`config.mk`:
```
export PLATFORM = sky130hd
export DESIGN_NAME = imem_loader_flat
export DESIGN_NICKNAME = d
export VERILOG_FILES = /design/src/rtl/imem_loader_if.sv /design/src/rtl/imem_loader.sv /design/src/flat_wrapper.sv
export SDC_FILE = /design/constraint.sdc
export NUM_CORES = 1
export LEC_CHECK = 0
export ABC_CLOCK_PERIOD_IN_PS = 2000
export CAP_MARGIN = 0
export CORE_AREA = 2 2 90 92
export CTS_CLUSTER_SIZE = 14
export DETAILED_ROUTE_END_ITERATION = 6
export DIE_AREA = 0 0 92 94
export HOLD_SLACK_MARGIN = 0.05
export PLACE_DENSITY = 0.81
export SLEW_MARGIN = 30
export SYNTH_ARGS = -nofsm -noshare
export SYNTH_HDL_FRONTEND = slang
export SYNTH_SLANG_ARGS = --single-unit
```
`constraint.sdc`:
```
create_clock -name clk -period 2 [get_ports clk]
set_clock_uncertainty 0.05 [all_clocks]
set_input_delay 0.4 -clock clk [delete_from_list [all_inputs] [get_ports clk]]
set_output_delay 0.4 -clock clk [all_outputs]
set_load 0.05 [all_outputs]
```
`src/rtl/imem_loader_if.sv`:
```
// Byte-stream input plus port-2 write bus between the program loader and the imem arbiter.
// The master side is the loader; the slave side is the stream source and arbiter.
interface imem_loader_if #(
    parameter int PORTW     = 32,
    parameter int ADDRWIDTH = 7
);
    logic [7:0]           byte_in;
    logic                 byte_valid;
    logic                 byte_ready;
    logic [PORTW-1:0]     d_2;
    logic [ADDRWIDTH-1:0] addr_2;
    logic                 en_2_x;
    logic                 wr_2_x;
    logic [PORTW-1:0]     bit_wr_2_x;
    logic                 mem_busy;

    modport master (
        input  byte_in, byte_valid, mem_busy,
        output byte_ready, d_2, addr_2, en_2_x, wr_2_x, bit_wr_2_x
    );

    modport slave (
        output byte_in, byte_valid, mem_busy,
        input  byte_ready, d_2, addr_2, en_2_x, wr_2_x, bit_wr_2_x
    );
endinterface

```
`src/rtl/imem_loader.sv`:
```
// Program loader: packs a little-endian byte stream into imem words and writes them from
// address 0 through the arbiter's secondary port, holding the core in reset until done.
module imem_loader #(
    parameter int PORTW     = 32,
    parameter int ADDRWIDTH = 7
) (
    input  logic                 clk,
    input  logic                 rstx,
    input  logic                 start,
    input  logic [ADDRWIDTH:0]   load_len,
    imem_loader_if.master        bus,
    output logic                 core_rstx,
    output logic                 done
);
    localparam int BYTES = PORTW / 8;
    localparam int BCW   = (BYTES > 1) ? $clog2(BYTES) : 1;
    localparam logic [BCW-1:0]     LAST_BYTE = BCW'(BYTES - 1);
    localparam logic [ADDRWIDTH:0] DEPTH     = {1'b1, {ADDRWIDTH{1'b0}}};

    localparam logic [1:0] S_IDLE    = 2'd0;
    localparam logic [1:0] S_COLLECT = 2'd1;
    localparam logic [1:0] S_WRITE   = 2'd2;
    localparam logic [1:0] S_DONE    = 2'd3;

    logic [1:0]           r_state;
    logic [ADDRWIDTH:0]   r_len;
    logic [ADDRWIDTH:0]   r_word_cnt;
    logic [BCW-1:0]       r_byte_cnt;
    logic [PORTW-1:0]     r_d;
    logic [ADDRWIDTH-1:0] r_addr;
    logic                 r_en_x;
    logic                 r_wr_x;
    logic [PORTW-1:0]     r_bit_wr_x;
    logic                 r_core_rstx;
    logic                 r_done;

    logic                 w_accept;
    logic [ADDRWIDTH:0]   w_len_clamped;
    logic [ADDRWIDTH:0]   w_word_cnt_inc;
    logic [PORTW-1:0]     w_d_next;

    assign bus.byte_ready = (r_state == S_COLLECT);
    assign w_accept       = bus.byte_valid && (r_state == S_COLLECT);
    // Clamping to the depth is what keeps addr_2 from ever wrapping.
    assign w_len_clamped  = (load_len > DEPTH) ? DEPTH : load_len;
    assign w_word_cnt_inc = r_word_cnt + 1'b1;

    // Byte k of the word lands in lane k: only the lane selected by the byte counter updates.
    for (genvar gi = 0; gi < BYTES; gi++) begin : g_lane
        assign w_d_next[8*gi +: 8] = (r_byte_cnt == BCW'(gi)) ? bus.byte_in : r_d[8*gi +: 8];
    end

    always_ff @(posedge clk or negedge rstx) begin
        if (!rstx) begin
            r_state     <= S_IDLE;
            r_len       <= '0;
            r_word_cnt  <= '0;
            r_byte_cnt  <= '0;
            r_d         <= '0;
            r_addr      <= '0;
            r_en_x      <= 1'b1;
            r_wr_x      <= 1'b1;
            r_bit_wr_x  <= '1;
            r_core_rstx <= 1'b0;
            r_done      <= 1'b0;
        end else begin
            case (r_state)
                S_IDLE, S_DONE: begin
                    if (start) begin
                        r_len      <= w_len_clamped;
                        r_word_cnt <= '0;
                        r_byte_cnt <= '0;
                        r_addr     <= '0;
                        if (w_len_clamped == '0) begin
                            r_state     <= S_DONE;
                            r_done      <= 1'b1;
                            r_core_rstx <= 1'b1;
                        end else begin
                            r_state     <= S_COLLECT;
                            r_done      <= 1'b0;
                            r_core_rstx <= 1'b0;
                        end
                    end
                end
                S_COLLECT: begin
                    if (w_accept) begin
                        r_d <= w_d_next;
                        if (r_byte_cnt == LAST_BYTE) begin
                            r_byte_cnt <= '0;
                            r_state    <= S_WRITE;
                            r_en_x     <= 1'b0;
                            r_wr_x     <= 1'b0;
                            r_bit_wr_x <= '0;
                        end else begin
                            r_byte_cnt <= r_byte_cnt + 1'b1;
                        end
                    end
                end
                S_WRITE: begin
                    // A busy arbiter leaves every output untouched so the same write repeats.
                    if (!bus.mem_busy) begin
                        r_en_x     <= 1'b1;
                        r_wr_x     <= 1'b1;
                        r_bit_wr_x <= '1;
                        r_word_cnt <= w_word_cnt_inc;
                        if (w_word_cnt_inc == r_len) begin
                            r_state     <= S_DONE;
                            r_done      <= 1'b1;
                            r_core_rstx <= 1'b1;
                        end else begin
                            r_addr  <= r_addr + 1'b1;
                            r_state <= S_COLLECT;
                        end
                    end
                end
                default: r_state <= S_IDLE;
            endcase
        end
    end

    assign bus.d_2        = r_d;
    assign bus.addr_2     = r_addr;
    assign bus.en_2_x     = r_en_x;
    assign bus.wr_2_x     = r_wr_x;
    assign bus.bit_wr_2_x = r_bit_wr_x;
    assign core_rstx      = r_core_rstx;
    assign done           = r_done;
endmodule
```
`src/flat_wrapper.sv`:
```
// flat-port wrapper written by rule: the top's interface ports become plain ports
module imem_loader_flat 
#(
    parameter int PORTW     = 32,
    parameter int ADDRWIDTH = 7
)
  (clk, rstx, start, load_len, core_rstx, done, bus_byte_in, bus_byte_valid, bus_mem_busy, bus_byte_ready, bus_d_2, bus_addr_2, bus_en_2_x, bus_wr_2_x, bus_bit_wr_2_x);
  imem_loader_if #(.PORTW(PORTW), .ADDRWIDTH(ADDRWIDTH)) bus_i ();
  input  logic clk;
  input  logic rstx;
  input  logic start;
  input  logic [ADDRWIDTH:0] load_len;
  output logic core_rstx;
  output logic done;
  input wire logic [$bits(bus_i.byte_in)-1:0] bus_byte_in;
  input wire logic [$bits(bus_i.byte_valid)-1:0] bus_byte_valid;
  input wire logic [$bits(bus_i.mem_busy)-1:0] bus_mem_busy;
  output wire logic [$bits(bus_i.byte_ready)-1:0] bus_byte_ready;
  output wire logic [$bits(bus_i.d_2)-1:0] bus_d_2;
  output wire logic [$bits(bus_i.addr_2)-1:0] bus_addr_2;
  output wire logic [$bits(bus_i.en_2_x)-1:0] bus_en_2_x;
  output wire logic [$bits(bus_i.wr_2_x)-1:0] bus_wr_2_x;
  output wire logic [$bits(bus_i.bit_wr_2_x)-1:0] bus_bit_wr_2_x;
  assign bus_i.byte_in = bus_byte_in;
  assign bus_i.byte_valid = bus_byte_valid;
  assign bus_i.mem_busy = bus_mem_busy;
  assign bus_byte_ready = bus_i.byte_ready;
  assign bus_d_2 = bus_i.d_2;
  assign bus_addr_2 = bus_i.addr_2;
  assign bus_en_2_x = bus_i.en_2_x;
  assign bus_wr_2_x = bus_i.wr_2_x;
  assign bus_bit_wr_2_x = bus_i.bit_wr_2_x;
  imem_loader #(.PORTW(PORTW), .ADDRWIDTH(ADDRWIDTH)) u_core (.clk(clk), .rstx(rstx), .start(start), .load_len(load_len), .bus(bus_i), .core_rstx(core_rstx), .done(done));
endmodule
```
# After elaboration in Yosys (flattened, before gate mapping)
# Cells that the tools add are included.
[totals]
reg_bits = 93
input_bits = 21
out_inout_bits = 76
elab_cells = 80
[op_classes]
add_sub_neg = 3
n_lt_le_gt_ge = 1
n_eq_ne = 13
mux = 32
n_reduce_logical = 19
[op_table]
columns = ["op", "n"]
rows = [
  ["$mux W32", 3],
  ["$pmux W32 S2", 1],
  ["$mux W8", 3],
  ["$mux W7", 3],
  ["$mux W2", 9],
  ["$reduce_and A3 Y1", 6],
  ["$pmux W8 S2", 1],
  ["$reduce_and A4 Y1", 4],
  ["$pmux W7 S2", 1],
  ["$add A8 B1 Y8 const B", 1],
  ["$eq A2 B2 Y1 const B", 4],
  ["$eq A8 B8 Y1", 1],
  ["$gt A8 B8 Y1 const B", 1],
  ["$logic_not A8 Y1", 1],
  ["$add A7 B1 Y7 const B", 1],
  ["$mux W1", 7],
  ["$ne A2 B1 Y1 const B", 3],
  ["$ne A2 B2 Y1 const B", 3],
  ["$pmux W2 S3", 1],
  ["$reduce_bool A2 Y1", 3],
  ["$eq A2 B1 Y1 const B", 2],
  ["$logic_not A2 Y1", 2],
  ["$pmux W1 S2", 2],
  ["$pmux W2 S2", 1],
  ["4 further kinds", 4],
]

# Depth between registers and ports, before layout
[depth]
depth_word = 6
ltp_mapped = 9
depth_no_buf = 8

# Worst setup path after synthesis
# Ideal clock, no wire load.
[synth_timing]
path_kind = "register -> register"
from = "reg u_core.r_state[1]"
to = "reg u_core.r_d[16] (netlist: u_core.bus.d_2[16])"
setup_ps = 125
t_arrival_ps = 1896
required_time_ps = 1825
path_slack_ps = -70
stages_incl_launch_ff = 6
path_buffers = 1
period_less_slack_ps = 2070
path_cell_list = "dfrtp_1 inv_1 ha_1 buf_1 nand3_1 mux2_2"
[synth_between]
elab_chain_cells = 3
[synth_lines]
columns = ["element", "line_no", "source"]
rows = [
  ["from (decl)", "imem_loader.sv:25", "logic [1:0] r_state;"],
  ["from (signal assigned)", "imem_loader.sv:55", "r_state <= S_IDLE;"],
  ["from (signal assigned)", "imem_loader.sv:75", "r_state <= S_DONE;"],
  ["from (signal assigned)", "imem_loader.sv:79", "r_state <= S_COLLECT;"],
  ["$eq A2 B1 Y1 (*)", "-", ""],
  ["via bus_byte_ready", "flat_wrapper.sv:18", "output wire logic [$bits(bus_i.byte_ready)-1:0] bus_byte_ready;"],
  ["$logic_and A1 B1 Y1", "imem_loader.sv:43", "assign w_accept = bus.byte_valid && (r_state == S_COLLECT);"],
  ["$reduce_and A3 Y1 (no source line) (*)", "-", ""],
  ["to (signal assigned)", "imem_loader.sv:87", "r_d <= w_d_next;"],
  ["to (decl)", "imem_loader.sv:29", "logic [PORTW-1:0] r_d;"],
]
# The timed path passes the listed nets; every way through them passes the cells marked *.
# A chain may end at the register's enable or synchronous reset.

# Worst setup path after layout
[layout_timing]
from = "reg u_core.r_word_cnt[2]"
to = "reg u_core.r_addr[2] (netlist: u_core.bus.addr_2[2])"
[layout_between]
elab_chain_cells = 4
[layout_lines]
columns = ["element", "line_no", "source"]
rows = [
  ["from (decl)", "imem_loader.sv:27", "logic [ADDRWIDTH:0] r_word_cnt;"],
  ["from (signal assigned)", "imem_loader.sv:105", "r_word_cnt <= w_word_cnt_inc;"],
  ["$add A8 B1 Y8", "imem_loader.sv:46", "assign w_word_cnt_inc = r_word_cnt + 1'b1;"],
  ["$eq A8 B8 Y1", "imem_loader.sv:106", "if (w_word_cnt_inc == r_len) begin"],
  ["$ne A2 B2 Y1 (no source line)", "-", ""],
  ["$reduce_and A4 Y1 (no source line)", "-", ""],
  ["to (signal assigned)", "imem_loader.sv:111", "r_addr <= r_addr + 1'b1;"],
  ["to (decl)", "imem_loader.sv:30", "logic [ADDRWIDTH-1:0] r_addr;"],
]
# Every way passes these cells.

==> impl_results.md <==
- Post-synthesis area per instance: 10.6 um2
- Die W: 92 um
- Netlist cell types: 49
- Post-DRT Antenna Nets: 0
- Final hold violation count: 0
- Fin nets: 429
- Number of vias per cell: 5.19
- Pin count of the biggest net entering global routing: 62
- Worst skew pair latency: 0.34 ns
- Buf+Inv Stages, Crit Path: 0
- Area contributors post-synth: dfrtp_1, mux2_2, buf_4
- CTS tree: yes
- Ant diodes: 0
- Cells along the critical path: nor2b_1, a211oi_1, o32a_1, or3_4, a31oi_2, nor3_2
- Violated checks: negative setup slack
- Synth Instances: 306
- Synth async-reset ratio: 100%
- Clock Tree Root: clkbuf_8
- DIE AREA: 0.00865 mm2
- Initial Util: 42.5%
- Warning count from the yosys run: 0
- Syn-to-layout area delta: 56.1%
- Filler instances: 558
- Cell Rows: 32
- Iteration-0 DRC Markers: 87
- Flop2flop setup slack: -0.09 ns
- Post-synthesis register bit count: 61
- Worst path max stage delay: 0.50 ns
- Ys flop type: dfrtp_1
- All-Layer GR Usage: 19.3%
- Setup_tns: -0.212 ns
- Vias in the first global route: 2624
- Post-synthesis sequential area ratio: 47.2%
- Minimum clock period: 2.09 ns
- Ratio of cells with drive above 1 in the final layout: 38.4%
- Critical Path RT: 2.19 ns
- Synth top area share: 46.4%
- PortBufs: 96
- Cell family with most CP delay: compound AO/OA/AOI/OAI gates
- Top fanout value on the critical path: 9
- Critical Path AT: 2.28 ns
- Max cap viols: 0
- Status: finished with violations
- Crit path capture: u_core.bus.addr_2[2]
- Post-synth EDFFs: 0
- Slew headroom: 64.6%
- Die Ht: 94 um
- Post-detail-place hpwl: 5.85 mm
- Aggregate global routing overflow: 0
- Maximum root-to-sink buffer count: 2
- Classification of the worst setup path: reg -> reg
- Slowest CP cell: dfrtp_2
- I/O pins: 97
- Cell depth of the worst setup path: 6
- DR pass1 iterations: 4
- Synth area leader: dfrtp_1
- RSZ-0062 raised after global routing: yes
- Reg2Reg Depth: 6
- First-pass GRT wire length: 13.0 mm
- Synthesized area: 0.00324 mm2
- Crit path from: u_core.r_word_cnt[2]
- Final Setup Violations: 5
- Detailed Route WL: 8.28 mm
- Vias: 2626
- Remaining DRCs: 0
- RR Startpoint: u_core.r_word_cnt[2]
- Setup slack after layout: -0.0916 ns
- CP startpoint kind: flip-flop
- CTS clock-pin slew for the worst setup and hold paths: 0.07 ns
- Most frequent cells in the layout: dfrtp_1, buf_12, buf_4
- Fin crit share: 105%
- Inserted Clock Buffers: 9
- Slew @ Worst Pin: 0.529 ns
- H-tree Lvls: 3
- Core area: 0.00761 mm2
- RR Endpoint: u_core.bus.addr_2[2]
- Placer Congestion: 0.840
- Achievable Freq: 0.478 GHz
- Drt wl/cell: 16.4 um
- Initial antenna violation count: 0
- Max Slew Vio Count: 0
- Hold WC Path Type: reg -> reg
- Post-Synthesis Net Count: 336
- Leading cell type in the layout, fill and taps excluded: dfrtp_1
- Num Clock Sinks: 61
- Setup crit end kind: flip-flop
==> routing by layer <==
metal	GRT usage, %	up-vias	routed length [um]
met5	0	-	0
met4	7.34	0	216
met3	7.78	24	579
met2	33.3	102	4290
met1	21.4	1265	3200
li1	-	1235	-
==> sequential cells by signal, indices dropped and copies added, names as in the netlist <==
register	cells
u_core.core_rstx	1
u_core.r_word_cnt	8
u_core.bus.addr_2	7
u_core.r_byte_cnt	2
u_core.bus.d_2	32
u_core.bus.bit_wr_2_x	1
u_core.r_state	2
u_core.r_len	8
==> cell families (layout without fill, tap and decap cells) <==
| family | count (synthesis) | in the layout | synth area share, % |
|---|---|---|---|
| AO/OA/AOI/OAI | 53 | 53 | 10.7 |
| XOR/XNOR | 11 | 11 | 2.98 |
| flip-flops | 61 | 61 | 47.2 |
| multiplexers | 33 | 33 | 11.5 |
| buffers and inverters | 53 | 151 | 10.7 |
| AND/OR/NAND/NOR | 86 | 86 | 13.4 |
| adder cells (fa/ha/maj) | 9 | 9 | 3.48 |
==> worst min path at each step <==
stage | start | cells after the start | endpoint
global route | u_core.r_len[3] | 2 | u_core.r_len[3]
detailed placement | rstx | 2 | u_core.r_word_cnt[6]
CTS | u_core.r_len[3] | 2 | u_core.r_len[3]
floorplan | rstx | 0 | u_core.bus.addr_2[0]
finish | u_core.bus.d_2[15] | 1 | u_core.bus.d_2[15]
global placement | rstx | 2 | u_core.r_word_cnt[4]
==> stage by stage <==
step                      utilization (%)  std cells  setup slack (ns)  area, um2  hold WS [ns]
final                                66.4        506           -0.0916       5050         0.458
after global routing                 66.4        506            -0.189       5050         0.477
after CTS                            63.0        501          -0.00895       4790         0.459
after detailed placement             60.0        484            -0.110       4560         0.382
after global placement               60.0        484           0.00883       4560         0.379
after floorplan                         -        306           -0.0107       3260        0.0544
==> cell usage after synthesis (2+ instances only) <==
| master | count |
|---|---|
| nand2_1 | 24 |
| buf_2 | 2 |
| nand2b_1 | 8 |
| nor3_1 | 6 |
| nor3b_1 | 3 |
| clkbuf_1 | 6 |
| a31oi_1 | 6 |
| o21ai_0 | 18 |
| nor2b_1 | 2 |
| o31ai_1 | 2 |
| mux2_2 | 33 |
| dfrtp_1 | 60 |
| inv_1 | 7 |
| buf_6 | 2 |
| o41ai_1 | 2 |
| nand3_1 | 15 |
| and3_1 | 3 |
| buf_4 | 35 |
| xnor2_1 | 7 |
| ha_1 | 9 |
| nor2_1 | 14 |
| nand4_1 | 2 |
| a21oi_1 | 7 |
| o32a_1 | 2 |
| nor4_1 | 3 |
| xor2_1 | 4 |
| o21a_1 | 2 |
==> what timing repair did <==
action,CTS,global route
endpoints found under the hold margin,60,0
buffers inserted,0,4
setup endpoints to repair,16,55
gates resized for setup,5,50
gates cloned,0,1
hold buffers,1,0
pin swaps,1,17
==> final cells by class <==
type                    instances  area [um2]  share of cell area (%)
flip-flops and latches         61        1540                    30.4
clock buffers                  10         138                    2.72
well taps                     102         128                    2.53
clock inverters                 6        71.3                    1.41
multi-input cells             192        1520                    30.0
repair buffers                128        1640                    32.4
inverters                       7        26.3                   0.520
Power is left out: the tool's default activity adds up to more than one toggle a clock period on the data nets, which glitch-free logic cannot reach.
